===== config.mk =====
export PLATFORM = sky130hd
export DESIGN_NAME = seq_detect_stream_ctrl
export DESIGN_NICKNAME = d
export VERILOG_FILES = /design/src/rtl/seq_detect_stream_ctrl.sv
export SDC_FILE = /design/constraint.sdc
export NUM_CORES = 1
export LEC_CHECK = 0
export CORE_MARGIN = 2
export CORE_UTILIZATION = 37
export DETAILED_ROUTE_END_ITERATION = 8
export SLEW_MARGIN = 10
export SYNTH_ARGS = -nofsm -noshare
export SYNTH_HDL_FRONTEND = slang
export SYNTH_SLANG_ARGS = --single-unit

===== constraint.sdc =====
create_clock -name clk -period 3.8 [get_ports clk]
set_input_delay 0.76 -clock clk [delete_from_list [all_inputs] [get_ports clk]]
set_output_delay 0.76 -clock clk [all_outputs]
set_load 0.005 [all_outputs]

===== src/rtl/seq_detect_stream_ctrl.sv =====
// Serial pattern detector over a word stream: each accepted word is scanned MSB-first,
// one bit per cycle, and a word of per-bit match flags is returned through a ready/valid port.
module seq_detect_stream_ctrl #(
  parameter int WIDTH   = 16,
  parameter int PAT_LEN = 4
) (
  input  logic               clk,
  input  logic               rst,
  input  logic               in_valid,
  output logic               in_ready,
  input  logic [WIDTH-1:0]   in_word,
  input  logic               cfg_load,
  input  logic [PAT_LEN-1:0] cfg_pattern,
  output logic               out_valid,
  input  logic               out_ready,
  output logic [WIDTH-1:0]   out_word,
  output logic [7:0]         match_count,
  output logic               busy
);

  localparam int IDX_W  = (WIDTH > 1) ? $clog2(WIDTH) : 1;
  localparam int FILL_W = 4;
  localparam logic [FILL_W-1:0] FILL_MAX = FILL_W'(PAT_LEN - 1);

  typedef enum logic [1:0] {IDLE, SHIFT, DONE} state_t;

  state_t             state, state_nxt;
  logic [WIDTH-1:0]   word_q;
  logic [IDX_W-1:0]   idx;
  logic [PAT_LEN-2:0] hist;
  logic [PAT_LEN-1:0] pattern;
  logic [PAT_LEN-1:0] window;
  logic [FILL_W-1:0]  fill;
  logic               cur_bit;
  logic               match;
  logic               accept;
  logic               load;

  function automatic logic [7:0] sat_inc8(input logic [7:0] v);
    return (v == 8'hFF) ? v : v + 8'd1;
  endfunction

  function automatic logic [FILL_W-1:0] sat_fill(input logic [FILL_W-1:0] v);
    return (v >= FILL_MAX) ? FILL_MAX : v + FILL_W'(1);
  endfunction

  assign accept  = (state == IDLE) && in_valid;
  assign load    = (state == IDLE) && cfg_load;
  assign cur_bit = word_q[idx];
  assign window  = {hist, cur_bit};
  // Only a full window of real history may match; fill gates out reset zeros.
  assign match   = (window == pattern) && (fill >= FILL_MAX);

  always_ff @(posedge clk or posedge rst) begin
    if (rst) state <= IDLE;
    else     state <= state_nxt;
  end

  always_comb begin
    state_nxt = state;
    in_ready  = 1'b0;
    out_valid = 1'b0;
    busy      = 1'b0;
    case (state)
      IDLE: begin
        in_ready = 1'b1;
        if (in_valid) state_nxt = SHIFT;
      end
      SHIFT: begin
        busy = 1'b1;
        if (idx == '0) state_nxt = DONE;
      end
      DONE: begin
        busy      = 1'b1;
        out_valid = 1'b1;
        if (out_ready) state_nxt = IDLE;
      end
      default: state_nxt = IDLE;
    endcase
  end

  always_ff @(posedge clk or posedge rst) begin
    if (rst) begin
      word_q      <= '0;
      idx         <= '0;
      hist        <= '0;
      pattern     <= '0;
      fill        <= '0;
      out_word    <= '0;
      match_count <= '0;
    end else begin
      // A load and a word in the same cycle both apply; the word then scans fresh history.
      if (load) begin
        pattern <= cfg_pattern;
        hist    <= '0;
        fill    <= '0;
      end
      if (accept) begin
        word_q   <= in_word;
        idx      <= IDX_W'(WIDTH - 1);
        out_word <= '0;
      end
      if (state == SHIFT) begin
        hist          <= window[PAT_LEN-2:0];
        fill          <= sat_fill(fill);
        out_word[idx] <= match;
        idx           <= idx - IDX_W'(1);
        if (match) match_count <= sat_inc8(match_count);
      end
    end
  end

endmodule


# == Word level (Yosys, flattened, before mapping) ==
# Index checks and enable logic that the tools add are counted.
# totals
reg_bits,57
in_bits,25
out_inout_bits,27
elab_cells,54
# classes
addsub,3
n_lt_le_gt_ge,3
eq_ne,7
n_mux,21
n_bitwise,1
n_reduce_logical,11
# op_table
cell,count
$mux 16,2
$mux 4,5
$bwmux 16,1
$add 8x1->8 const B,1
$eq 8x8->1 const B,1
$mux 2,3
$mux 3,2
$ne 2x2->1 const B,3
$pmux 2 s3,1
$reduce_and 3->1,2
$lt 4x5->1 const B,1
$mux 1,5
$add 4x1->4 const B,1
$bmux 1 s4,1
$demux 1 s4,1
$eq 4x4->1,1
$ge 4x1->1 const B,1
$ge 4x2->1 const B,1
$logic_and 1x1->1,4
$logic_not 4->1,1
$reduce_bool 2->1,2
$sub 4x1->4 const B,1
$eq 2x1->1 const B,1
$eq 2x2->1 const B,1
3 further kinds,3

# == Longest topological paths before layout ==
# logic_depth
ltp_word,6
mapped_depth,7
mapped_depth_nobuf,7

# == Least setup slack after synthesis ==
# Ideal clock, no wire load.
# synth_timing
path_type,register to register
startpoint,register idx[2]
endpoint,register match_count[1]
setup_time_ns,0.127
t_arrival_ns,2.164
t_required_ns,3.673
path_slack_ns,1.508
stages_incl_launch_ff,7
n_path_buf,1
synth_period_minus_slack_ns,2.292
path_cell_list,dfrtp_1 > buf_2 > mux4_2 > mux4_2 > xnor2_4 > nand2_1 > mux2_1
# synth_between
elab_chain_cells,5
# synth_rtl
item,line_no,source
"start, declared",29,logic [IDX_W-1:0] idx;
"start signal, assigned",100,idx <= IDX_W'(WIDTH - 1);
"start signal, assigned",107,idx <= idx - IDX_W'(1);
$bmux 1 s4,49,assign cur_bit = word_q[idx];
$mux 1 (implied by the code),49,
$eq 4x4->1,52,assign match = (window == pattern) && (fill >= FILL_MAX);
$logic_and 1x1->1,52,
$reduce_and 3->1 (no line),--,
"end signal, assigned",108,if (match) match_count <= sat_inc8(match_count);
"end, declared",17,"output logic [7:0] match_count,"
# Every way passes these cells. The select of a mux whose other input is x is not followed.
# A chain may end at the register's enable or synchronous reset.

# == Final worst setup path ==
# layout_timing
startpoint,register idx[2]
endpoint,register out_word[0]
# layout_between
elab_chain_cells,6
elab_cells_between_ends,11
cone_classes,order compare (2); eq/ne (1); mux (6); reduce/logical (2)
# layout_rtl
item,line_no,source
$lt 4x5->1 (implied by the code) (tied with other cells),106,out_word[idx] <= match;
$logic_and 1x1->1 (implied by the code) or $mux 1 (tied branches),"106, 49",
$mux 1 (implied by the code) or $eq 4x4->1 (tied branches),"106, 52",
$demux 1 s4 or $logic_and 1x1->1 (tied branches),"106, 52",
$bwmux 16 *,106,
$mux 16 *,103,if (state == SHIFT) begin
"end signal, assigned by index",106,
"end, declared",16,"output logic [WIDTH-1:0] out_word,"
# Mark *: on every way between the ends. The rest lies on a longest branch, timed or not. The select of a mux whose other input is x is not followed.

==> reports/results.tsv <==
metric	value	unit
CTS Buf Count	9	
Mean Syn Cell Area	11.5	um^2
FF-to-FF path depth	5	
Die ar.	7890	um^2
Initial Utilization	38.7	%
pwr/cell area	634	nW/um^2
Design Power	2.17	mW
Worst IR Drop VDD	0.256	mV
RSZ-0062 raised after global routing	false	
Placed Cells incl. Taps	367	
initial antenna violation count	0	
cts repair resizes	0	
Final Hold Fails	0	
Switch Pwr	739	uW
CTS clk-pin slew, worst paths	60	ps
Leak	1.42	nW
post-synth top area cell	dfrtp_1	
hold_ws	497	ps
H-Tree Depth	3	
top-area cell type share of the netlist area	53.6	%
final net count	316	
Rows	30	
die height	88.8	um
n_diodes	0	
total global-route track usage	14.7	%
most frequent cells in the layout	dfrtp_1, clkdlybuf4s50_1, nand3_1, mux2_2, o21ai_1	
Skew-Pair Late Insertion Delay	340	ps
DP HPWL	3720	um
syn nets	265	
Via-to-Cell Ratio	4.95	
Internal Power	1.43	mW
number of post-CTS setup repair buffers	0	
Comb pwr share	35.0	%
Fin Setup TNS	0	ps
highest clock rate	358	MHz
status	finished, final reports clean	
crit path time final	2790	ps
Vias	1897	
DRC viols	0	
Post-Syn Instances	231	
HP Class	flip-flop to flip-flop	
Yosys cell types	34	
CTS Hold Buffers Added	0	
Area Growth Syn to Fin	28.6	%
worst slew pin tran	825	ps
Clock Sinks	57	
Non-Filler Instances	383	
critical path required time	4030	ps
final setup fails	0	
grt ovf	0	
period utilization	73.5	%
sw frac	34.0	%
# IOs	52	
number of global-route vias before repair	1828	
final WL	5300	um
1st-iter DRT viols	57	
DRT antenna net count	0	
synth top area cells	dfrtp_1, mux2_2, nand3_1	
pre-CTS setup slack	984	ps
number of buffers added on ports	51	
Synth warnings	0	
routability cong.	0.672	
Worst Skew	6.78	ps
fraction of layout cells with a size suffix above 1	15.7	%
hold depth	1	
Rel. slew slack	45.0	%
first-pass GRT wire length	8780	um
Max FO, Critical Path	16	
CP Class	flip-flop to flip-flop	
proportion of power drawn by the clock network	23.1	%
sequential cell area fraction in the yosys report	53.6	%
largest net degree at the start of global routing	39	
Die W	88.8	um
crit path capture type	flip-flop	
Pre-antenna DRT Iters	4	
flop and latch count out of synthesis	57	
most common cell after layout, fill and taps aside	dfrtp_1	
Post-Syn Area	2660	um^2
final-report max-slew violation count	0	
WL per Instance	13.8	um
clock root cell	clkbuf_8	
core area	6870	um^2
setup ws final	1010	ps
total of max-cap violations	0	
part of the power in registers	41.9	%
startpoint types	flip-flop	
WP data arrival	3020	ps
CTS max path bufs	2	
CTS tree	done	
critical path, cell delays in order (launching register included):
cell and delay (ps):
dfrtp_1 730, mux4_2 590, mux4_2 560, xnor2_4 270, nand2_2 260, o41ai_2 280
layer usage:
metal	global-route usage (%)	vias to the layer above	wire length, um
met4	6.20	0	81
met3	4.57	7	250
met5	0	-	0
met1	19.5	912	2570
met2	22.5	43	2390
li1	-	935	-
cell usage after synthesis (all sizes together):
master	count
nor2b	2
o22ai	1
and3b	2
clkbuf	8
a21oi	6
o22a	2
o21ai	20
and2	1
or3	1
nor4	1
xor2	4
nand2	16
mux2	21
nand3	32
inv	8
dfrtp	57
o311ai	1
buf	5
nor2	5
and3	3
o41ai	1
nand4	6
mux4	5
xnor2	8
nor3	3
and4	1
a31oi	2
ha	9
power by group through the flow:
stage	combinational (mW)	clock [mW]	sequential [mW]
2_1_floorplan	0.618	0	0.867
3_3_place_gp	0.750	0	0.924
4_1_cts	0.775	0.515	0.911
6_report	0.761	0.501	0.909
3_5_place_dp	0.773	0	0.923
5_1_grt	0.847	0.546	0.936
cells by family after synthesis:
family          Yosys count  share of synthesized area, %
compound gates           33                          7.19
flops                    57                          53.6
xor+xnor                 12                          4.65
fa+ha+maj                 9                          4.23
mux                      26                          13.1
buf+inv                  21                          3.29
simple gates             73                          13.9
through the flow:
step                      instance area, um^2  util (%)
after global placement                   3250      47.3
after floorplan                          2660         -
after CTS                                3420      49.8
final                                    3420      49.8
after global routing                     3420      49.8
after detailed placement                 3250      47.3
final cells by class:
cell class              count  area, um^2
repair buffers             53         526
flip-flops and latches     57        1430
fillers                   643        3450
well taps                  96         120
clock buffers              13         159
clock inverters             3        15.0
multi-input cells         153        1150
inverters                   8        30.0
registers in the layout, indices dropped and copies added (netlist names):
register and cells:
idx 4, match_count 8, fill 4, out_word 16
pattern 4, hist 3, state 2, word_q 16
path summary, 6_finish.rpt:
path                          from     endpoint  slack (ps)
max                         idx[2]  out_word[0]        1010
min                        fill[0]      fill[0]         500
min reg2reg                fill[0]      fill[0]         500
min in group asynchronous      rst   pattern[3]         740
max reg2reg                 idx[2]  out_word[0]        1010
max in group asynchronous      rst  out_word[3]        2200
Note: power is estimated with default switching activity, not from simulation.
